**config.mk**
```make
export PLATFORM = sky130hd
export DESIGN_NAME = seq_detect_param
export DESIGN_NICKNAME = d
export VERILOG_FILES = /design/src/rtl/seq_detect_param.sv
export SDC_FILE = /design/constraint.sdc
export NUM_CORES = 1
export LEC_CHECK = 0
export BUFFER_PORTS_ARGS = -buffer_cell sky130_fd_sc_hd__buf_4
export CAP_MARGIN = 20
export CORE_ASPECT_RATIO = 0.5
export CORE_MARGIN = 8
export CORE_UTILIZATION = 50
export CTS_BUF_LIST = sky130_fd_sc_hd__clkbuf_4 sky130_fd_sc_hd__clkbuf_8
export CTS_CLUSTER_SIZE = 20
export DETAILED_ROUTE_END_ITERATION = 10
export MAX_ROUTING_LAYER = met4
export PLACE_DENSITY = 0.7
export SETUP_SLACK_MARGIN = 0.3
export SYNTH_ARGS = -nofsm -noshare
export SYNTH_HDL_FRONTEND = slang
export SYNTH_SLANG_ARGS = --single-unit
```
**constraint.sdc**
```tcl
create_clock -name clk -period 4.1 [get_ports clk]
set_input_delay 0.82 -clock clk [delete_from_list [all_inputs] [get_ports clk]]
set_output_delay 0.82 -clock clk [all_outputs]
set_load 0.01 [all_outputs]
```
**src/rtl/seq_detect_param.sv**
```systemverilog
// Two-line A/B symbol sequence detector with synchronized inputs, runtime-loadable
// pattern/length, optional overlap and edge-only symbol mode, and saturating match count.
module seq_detect_param #(
    parameter int                 MAX_LEN     = 8,
    parameter int                 SYNC_STAGES = 2,
    parameter int                 CNT_W       = 8,
    parameter logic [MAX_LEN-1:0] DEF_PAT     = 8'b0000_1011,
    parameter int                 DEF_LEN     = 4,
    localparam int                LEN_W       = $clog2(MAX_LEN + 1)
) (
    input  logic               clk,
    input  logic               resetn,
    input  logic               a,
    input  logic               b,
    input  logic [MAX_LEN-1:0] pat_sym,
    input  logic [LEN_W-1:0]   pat_len,
    input  logic               overlap,
    input  logic               edge_mode,
    input  logic               cfg_load,
    input  logic               clr_cnt,
    output logic               match,
    output logic [CNT_W-1:0]   match_cnt,
    output logic [LEN_W-1:0]   fill
);

    // class   | meaning
    // CLS_IDLE| sync lines 00 or 11, never a symbol
    // CLS_A   | sa=1, sb=0
    // CLS_B   | sa=0, sb=1
    typedef enum logic [1:0] {CLS_IDLE, CLS_A, CLS_B} cls_t;

    logic [SYNC_STAGES-1:0] sync_a, sync_b;
    logic                   sa, sb;
    cls_t                   cls_cur, cls_prev, cls_prev_n;

    logic [MAX_LEN-1:0] cfg_pat;
    logic [LEN_W-1:0]   cfg_len;
    logic               cfg_ovl, cfg_edge;

    logic [MAX_LEN-1:0] hist, hist_n, hist_shift, len_mask;
    logic [LEN_W-1:0]   fill_n, fill_inc, len_clamped;
    logic [CNT_W-1:0]   cnt_n;
    logic               is_sym, hit, match_n;

    assign sa = sync_a[SYNC_STAGES-1];
    assign sb = sync_b[SYNC_STAGES-1];

    always_ff @(posedge clk or negedge resetn) begin
        if (!resetn) begin
            sync_a <= '0;
            sync_b <= '0;
        end else begin
            sync_a <= {sync_a[SYNC_STAGES-2:0], a};
            sync_b <= {sync_b[SYNC_STAGES-2:0], b};
        end
    end

    assign len_clamped = (pat_len > LEN_W'(MAX_LEN)) ? LEN_W'(MAX_LEN) : pat_len;

    always_ff @(posedge clk or negedge resetn) begin
        if (!resetn) begin
            cfg_pat  <= DEF_PAT;
            cfg_len  <= LEN_W'(DEF_LEN);
            cfg_ovl  <= 1'b1;
            cfg_edge <= 1'b0;
        end else if (cfg_load) begin
            cfg_pat  <= pat_sym;
            cfg_len  <= len_clamped;
            cfg_ovl  <= overlap;
            cfg_edge <= edge_mode;
        end
    end

    always_comb begin
        cls_cur = CLS_IDLE;
        if (sa && !sb) begin
            cls_cur = CLS_A;
        end else if (!sa && sb) begin
            cls_cur = CLS_B;
        end

        for (int i = 0; i < MAX_LEN; i++) begin
            len_mask[i] = (LEN_W'(i) < cfg_len);
        end

        is_sym     = (cls_cur != CLS_IDLE) && (!cfg_edge || (cls_cur != cls_prev));
        hist_shift = {hist[MAX_LEN-2:0], cls_cur == CLS_A};
        fill_inc   = (fill >= cfg_len) ? cfg_len : fill + LEN_W'(1);
        hit        = (cfg_len != '0) && (fill_inc >= cfg_len) &&
                     (((hist_shift ^ cfg_pat) & len_mask) == '0);

        hist_n     = hist;
        fill_n     = fill;
        cls_prev_n = cls_cur;
        match_n    = 1'b0;
        if (cfg_load) begin
            // a symbol arriving with the load belongs to the old configuration
            hist_n     = '0;
            fill_n     = '0;
            cls_prev_n = CLS_IDLE;
        end else if (is_sym) begin
            hist_n  = hist_shift;
            fill_n  = fill_inc;
            match_n = hit;
            if (hit && !cfg_ovl) begin
                hist_n = '0;
                fill_n = '0;
            end
        end

        cnt_n = match_cnt;
        if (clr_cnt) begin
            cnt_n = match_n ? CNT_W'(1) : '0;
        end else if (match_n && !(&match_cnt)) begin
            cnt_n = match_cnt + CNT_W'(1);
        end
    end

    always_ff @(posedge clk or negedge resetn) begin
        if (!resetn) begin
            hist      <= '0;
            fill      <= '0;
            cls_prev  <= CLS_IDLE;
            match     <= 1'b0;
            match_cnt <= '0;
        end else begin
            hist      <= hist_n;
            fill      <= fill_n;
            cls_prev  <= cls_prev_n;
            match     <= match_n;
            match_cnt <= cnt_n;
        end
    end

endmodule

```
==> results of run 1 <==
## Yosys cell counts (4+ instances only)
master   instances  area share, %
or4_1            4            1.4
dfrtp_1         35             42
nand3_1          4           0.96
a22o_1          11            4.6
dfstp_2          5            6.3
xor2_1           4            1.7
xnor2_1          8            3.4
inv_1           12            2.2
ha_1            12            7.2
nor2_1          10            1.8
nor2b_1          5            1.5
mux2_2          13            7.0
nand2_1          8            1.4
o21ai_0         12            2.9
a21oi_1          9            2.2
## cell families (layout without fill, tap and decap cells)
| kind of cell | Yosys count | count (layout) |
|---|---|---|
| xor gates and xnor gates | 12 | 12 |
| adders and majority gates | 12 | 12 |
| AOI/OAI and AO/OA | 43 | 43 |
| buffers and inverters | 19 | 52 |
| muxes | 15 | 15 |
| and+or+nand+nor | 48 | 48 |
| DFF | 40 | 40 |
## cell type report
cell class                      count  area [sq um]
Sequential cell                    40          1010
Clock buffer                        6          76.3
Timing Repair Buffer               32           240
Tap cell                           54          67.6
Inverter                           12          45.0
Fill cell                         326          1450
Clock inverter                      2          60.1
Multi-Input combinational cell    130           993
## metal layers
| layer | wire length (um) | up-vias | track usage [%] |
|---|---|---|---|
| met4 | 51 | 0 | 5.15 |
| li1 | - | 736 | - |
| met2 | 1840 | 36 | 22.3 |
| met1 | 2040 | 731 | 16.9 |
| met3 | 233 | 7 | 3.97 |
| met5 | 0 | - | - |
## registers in the layout, indices dropped and copies added (netlist names), 2 cells and up
name,count
cls_prev,2
sync_b,2
match_cnt,8
sync_a,2
hist,7
cfg_len,4
cfg_pat,8
fill,4
## power by group through the flow
stage | sequential (mW) | clock (mW) | combinational [mW]
after floorplan | 0.451 | 0 | 0.127
after global placement | 0.454 | 0 | 0.182
after detailed placement | 0.455 | 0 | 0.186
after CTS | 0.447 | 0.396 | 0.188
after global routing | 0.451 | 0.414 | 0.217
final | 0.447 | 0.389 | 0.186
## worst paths after layout
check                      cells after the start      endpoint  slack (ns)       start
max                                           11       fill[3]        0.68  cfg_len[1]
min                                            0     sync_b[1]        0.36   sync_b[0]
max reg2reg                                   11       fill[3]        0.68  cfg_len[1]
min reg2reg                                    0     sync_b[1]        0.36   sync_b[0]
max in group asynchronous                      1    cfg_pat[3]        3.24      resetn
min in group asynchronous                      1  match_cnt[3]        0.49      resetn
==> results.yml, run 1 <==
grt:
  grt_pass1_vias: 1535
  gr-total-overflow: 0
  grt_pass1_wl_mm: 7.09
  antenna_found_initial: 0
  grtUsageTotal_pct: 14.0
  grt_start_max_net_pins: 41
place:
  pre_cts_ws_ns: 0.749
  dp.cells: 268
  hpwl_mm: 3.01
  port_buffers: 32
  gp_congestion: 0.808
  placed_area_sq_mm: 0.00235
setup_path:
  path_cells: "inv_1, ha_1, a21oi_1, o21ai_1, mux2_2, ha_1, o21ai_0, a21oi_1, o211ai_2, o21a_1, a22o_1"
  crit_family: "compound AO/OA/AOI/OAI gates"
  endpoint_kind: "register"
  required_ns: 4.33
  cp_num_buf_inv: 1
  critPathMaxFanout: 14
  worstPathArrival_ns: 3.65
  cp-start-kind: "register"
  slowest_delay_ns: 0.49
  slowest_stage: "dfrtp_1"
  crit_type: "register to register"
logic_synthesis:
  ys_seq_area_share_pct: 48.4
  synth_edf_count: 0
  yosys_register_bits: 40
  synth_cell_type_count: 38
  async_reset_ff_share_pct: 100
  synthCells: 189
  yosys_warnings: 0
  synth_simple_gate_area_share_pct: 13.7
  syn_avg_cell_area_sq_um: 11.0
  synthFlopType: "dfrtp_1"
  yosys.area_share.adder_pct: 7.21
  synth-xor-area-share_pct: 5.05
  netlist_area_sq_mm: 0.00208
  synth_compound_area_share_pct: 13.7
  syn_nets: 221
  synth_top_family_by_area: "compound AO/OA/AOI/OAI gates"
  synthMuxAreaShare_pct: 8.05
route:
  drt_iter0_drc: 57
  vias: 1510
  drt.antenna.violating_nets: 0
  wl_per_cell_um: 15.1
  dr.pass1.iters: 4
  vias_per_cell: 5.47
  drc: 0
  wirelength_mm: 4.16
timing:
  tns_ns: 0
  rsz0062_at_grt: "false"
  fin_skew_ns: 0.00484
  finalMaxSlewViolations: 0
  worst_pin_slew_ns: 0.763
  setup_ws_ns: 0.684
  whs_ns: 0.356
  hold_viol_final: 0
  relSlewSlack_pct: 49.0
  fin_crit_sh_pct: 83.3
  setup_viol: 0
  fmax_mhz: 293
  fin_crit_ns: 3.42
clock_network:
  cts_setup_buffers: 0
  insertion_delay_ns: 0.29
  clock-sinks: 40
  cts.hold.buffers_added: 0
  cts_tree: "built"
  clockRootBuffer: "clkbuf_8"
  cts_buffers: 5
  clkTransAtPathRegs_ns: 0.08
  post_cts_resized: 0
  htree_levels: 2
  cts_buffer_depth: 2
final_layout:
  insertedDiodeCount: 0
  final_common_cell: "dfrtp_1"
  nets: 253
  final_cell_mix: "dfrtp_1 (35), buf_4 (32), mux2_2 (13)"
  drive_gt1_share_pct: 28.4
  final_util_pct: 63.1
  area_growth_pct: 19.6
  stdcell_count: 276
  final_cell_area_sq_mm: 0.00249
pwr:
  sw_frac_of_total_pct: 26.0
  p_seq_share_pct: 43.7
  power_switching_mw: 0.266
  comb_power_share_pct: 18.2
  p_total_mw: 1.02
  clkPwrFrac_pct: 38.1
  p_int_mw: 0.757
  leakage_nw: 1.15
  power_density_mw_per_mm2: 411
  peakVddDrop_mv: 0.182
floorplan:
  dieArea_sq_mm: 0.00661
  ioPinCount: 33
  fp.dieW_um: 107
  coreArea_sq_mm: 0.00394
  die-height_um: 61.6
  fp-row-count: 16
  initial_core_util_pct: 52.8
run:
  drv_cap: 0
min_path:
  min-delay-path-class: "register to register"
outcome:
  status: "complete, no violations"
No activity file was read; power rests on OpenSTA's default activity.
==> inputs of run 2 (changes only) <==
Clock period 4.1 ns to 3.35 ns, I/O delays scaled along.
==> run 2 against run 1 <==
Compared with the run above: count of clock-buffer cells in the layout is the same; first-iteration DRC count shrank 19%; sequential share of layout area shrank 1.9 points; fmax grew 15%; setup slack lost 0.30 ns; critical path depth grew 3; via count grew 5.6%; wire length grew 7.5%; clock skew grew 0.0018 ns.
==> results.yml, run 2 (synthesized netlist as in run 1, its figures left out) <==
floorplan:
  coreArea_sq_mm: 0.00394
  dieArea_sq_mm: 0.00661
  initial_core_util_pct: 52.8
  fp.dieW_um: 107
  fp-row-count: 16
  ioPinCount: 33
  die-height_um: 61.6
timing:
  fin_skew_ns: 0.00669
  finalMaxSlewViolations: 0
  hold_viol_final: 0
  tns_ns: 0
  fin_crit_ns: 2.96
  relSlewSlack_pct: 47.8
  fmax_mhz: 338
  fin_crit_sh_pct: 88.4
  whs_ns: 0.349
  setup_ws_ns: 0.389
  rsz0062_at_grt: "true"
  setup_viol: 0
  worst_pin_slew_ns: 0.780
setup_path:
  cp-start-kind: "register"
  slowest_stage: "dfrtp_1"
  path_cells: "inv_1, ha_1, nand2b_1, a21oi_2, o21ai_4, buf_4, nor2_2, a21oi_1, ha_2, o21ai_1, a21oi_2, o211ai_4, nor4b_4, mux2_4"
  slowest_delay_ns: 0.35
  required_ns: 3.53
  crit_type: "register to register"
  crit_family: "compound AO/OA/AOI/OAI gates"
  path_common_cell: "a21oi_2"
  critPathMaxFanout: 6
  endpoint_kind: "register"
  cp_num_buf_inv: 2
  worstPathArrival_ns: 3.14
route:
  drc: 0
  dr.pass1.iters: 4
  drt_iter0_drc: 46
  wl_per_cell_um: 15.7
  vias_per_cell: 5.60
  drt.antenna.violating_nets: 0
  vias: 1595
  wirelength_mm: 4.48
final_layout:
  stdcell_count: 285
  insertedDiodeCount: 0
  reg_top3: "cfg_pat: 8 flops, match_cnt: 8 flops, hist: 7 flops"
  nets: 262
  final_cell_area_sq_mm: 0.00262
  final_cell_mix: "buf_4 (40), dfrtp_1 (34), mux2_2 (12), a22o_1 (11), ha_1 (11)"
  nFillCells: 292
  drive_gt1_share_pct: 38.1
  final_common_cell: "buf_4"
  area_growth_pct: 25.8
  final_util_pct: 66.4
clock_network:
  insertion_delay_ns: 0.29
  cts_tree: "built"
  clockRootBuffer: "clkbuf_8"
  cts.hold.buffers_added: 0
  cts_buffer_depth: 2
  htree_levels: 2
  clkTransAtPathRegs_ns: 0.08
  clock-sinks: 40
  cts_buffers: 5
pwr:
  power_density_mw_per_mm2: 483
  sw_frac_of_total_pct: 29.3
  leakage_nw: 1.19
  peakVddDrop_mv: 0.239
  p_total_mw: 1.26
  p_seq_share_pct: 42.7
  comb_power_share_pct: 26.0
  clkPwrFrac_pct: 31.3
  p_int_mw: 0.894
  power_switching_mw: 0.370
grt:
  grtUsageTotal_pct: 14.8
  gr-total-overflow: 0
  grt_start_max_net_pins: 41
  antenna_found_initial: 0
  grt_pass1_vias: 1554
  grt_pass1_wl_mm: 7.38
run:
  drv_cap: 0
min_path:
  min-delay-path-class: "input pin to async pin"
place:
  pre_cts_ws_ns: 0.139
  port_buffers: 32
  hpwl_mm: 3.02
  gp_congestion: 0.837
  dp.cells: 270
  placed_area_sq_mm: 0.00237
outcome:
  status: "complete, no violations"
run 2: changes by cell type in the layout (fill, tap and decap cells not counted), sizes merged:
| cell | change |
|---|---|
| bufinv | -1 |
| buf | +8 |
| o211ai | +1 |
| clkinv | +1 |
run 2: cell type report:
type	instances	area, sq um	share of cell area, %
multi-input cells	131	1090	41.5
flip-flops and latches	40	1010	38.5
repair buffers	40	300	11.5
clock buffers	6	76.3	2.91
well taps	54	67.6	2.58
inverters	12	45.0	1.72
clock inverters	2	35.0	1.34
run 2: layer usage:
metal  global-route usage (%)  vias to the layer above  routed length [um]
li1                         -                      759                   -
met1                     18.1                      808                2130
met2                     23.7                       24                2110
met3                     4.07                        4                 192
met4                     4.16                        0                  38
met5                        -                        -                   0
run 2: worst paths after layout:
path	slack (ns)	start	to	cells after the start
max	0.39	fill[0]	match_cnt[4]	14
min	0.35	resetn	match_cnt[2]	1
max reg2reg	0.39	fill[0]	match_cnt[4]	14
min reg2reg	0.36	sync_a[0]	sync_a[1]	0
max in group asynchronous	2.63	resetn	cfg_len[2]	1
min in group clk	0.36	sync_a[0]	sync_a[1]	0
run 2: timing repair:
item                                    CTS  global route
cloned                                    1             0
resized for setup                         7            16
endpoints found under the setup margin   16            18
hold endpoints to repair                  0             0
pin swaps                                 3            10
setup buffers                             6             0
run 2: worst register-to-register path, cell delays in order, from the launching register on:
cell and delay, ns:
dfrtp_1 0.35, inv_1 0.05, ha_1 0.27, nand2b_1 0.15
a21oi_2 0.21, o21ai_4 0.10, buf_4 0.15, nor2_2 0.09
a21oi_1 0.06, ha_2 0.32, o21ai_1 0.06, a21oi_2 0.26
o211ai_4 0.16, nor4b_4 0.29, mux2_4 0.32
run 2: power by group through the flow:
stage	Combinational (mW)	Clock, mW	Sequential, mW
6_report	0.329	0.396	0.540
3_3_place_gp	0.233	0	0.552
2_1_floorplan	0.159	0	0.552
3_5_place_dp	0.237	0	0.553
4_1_cts	0.299	0.405	0.539
5_1_grt	0.365	0.429	0.545
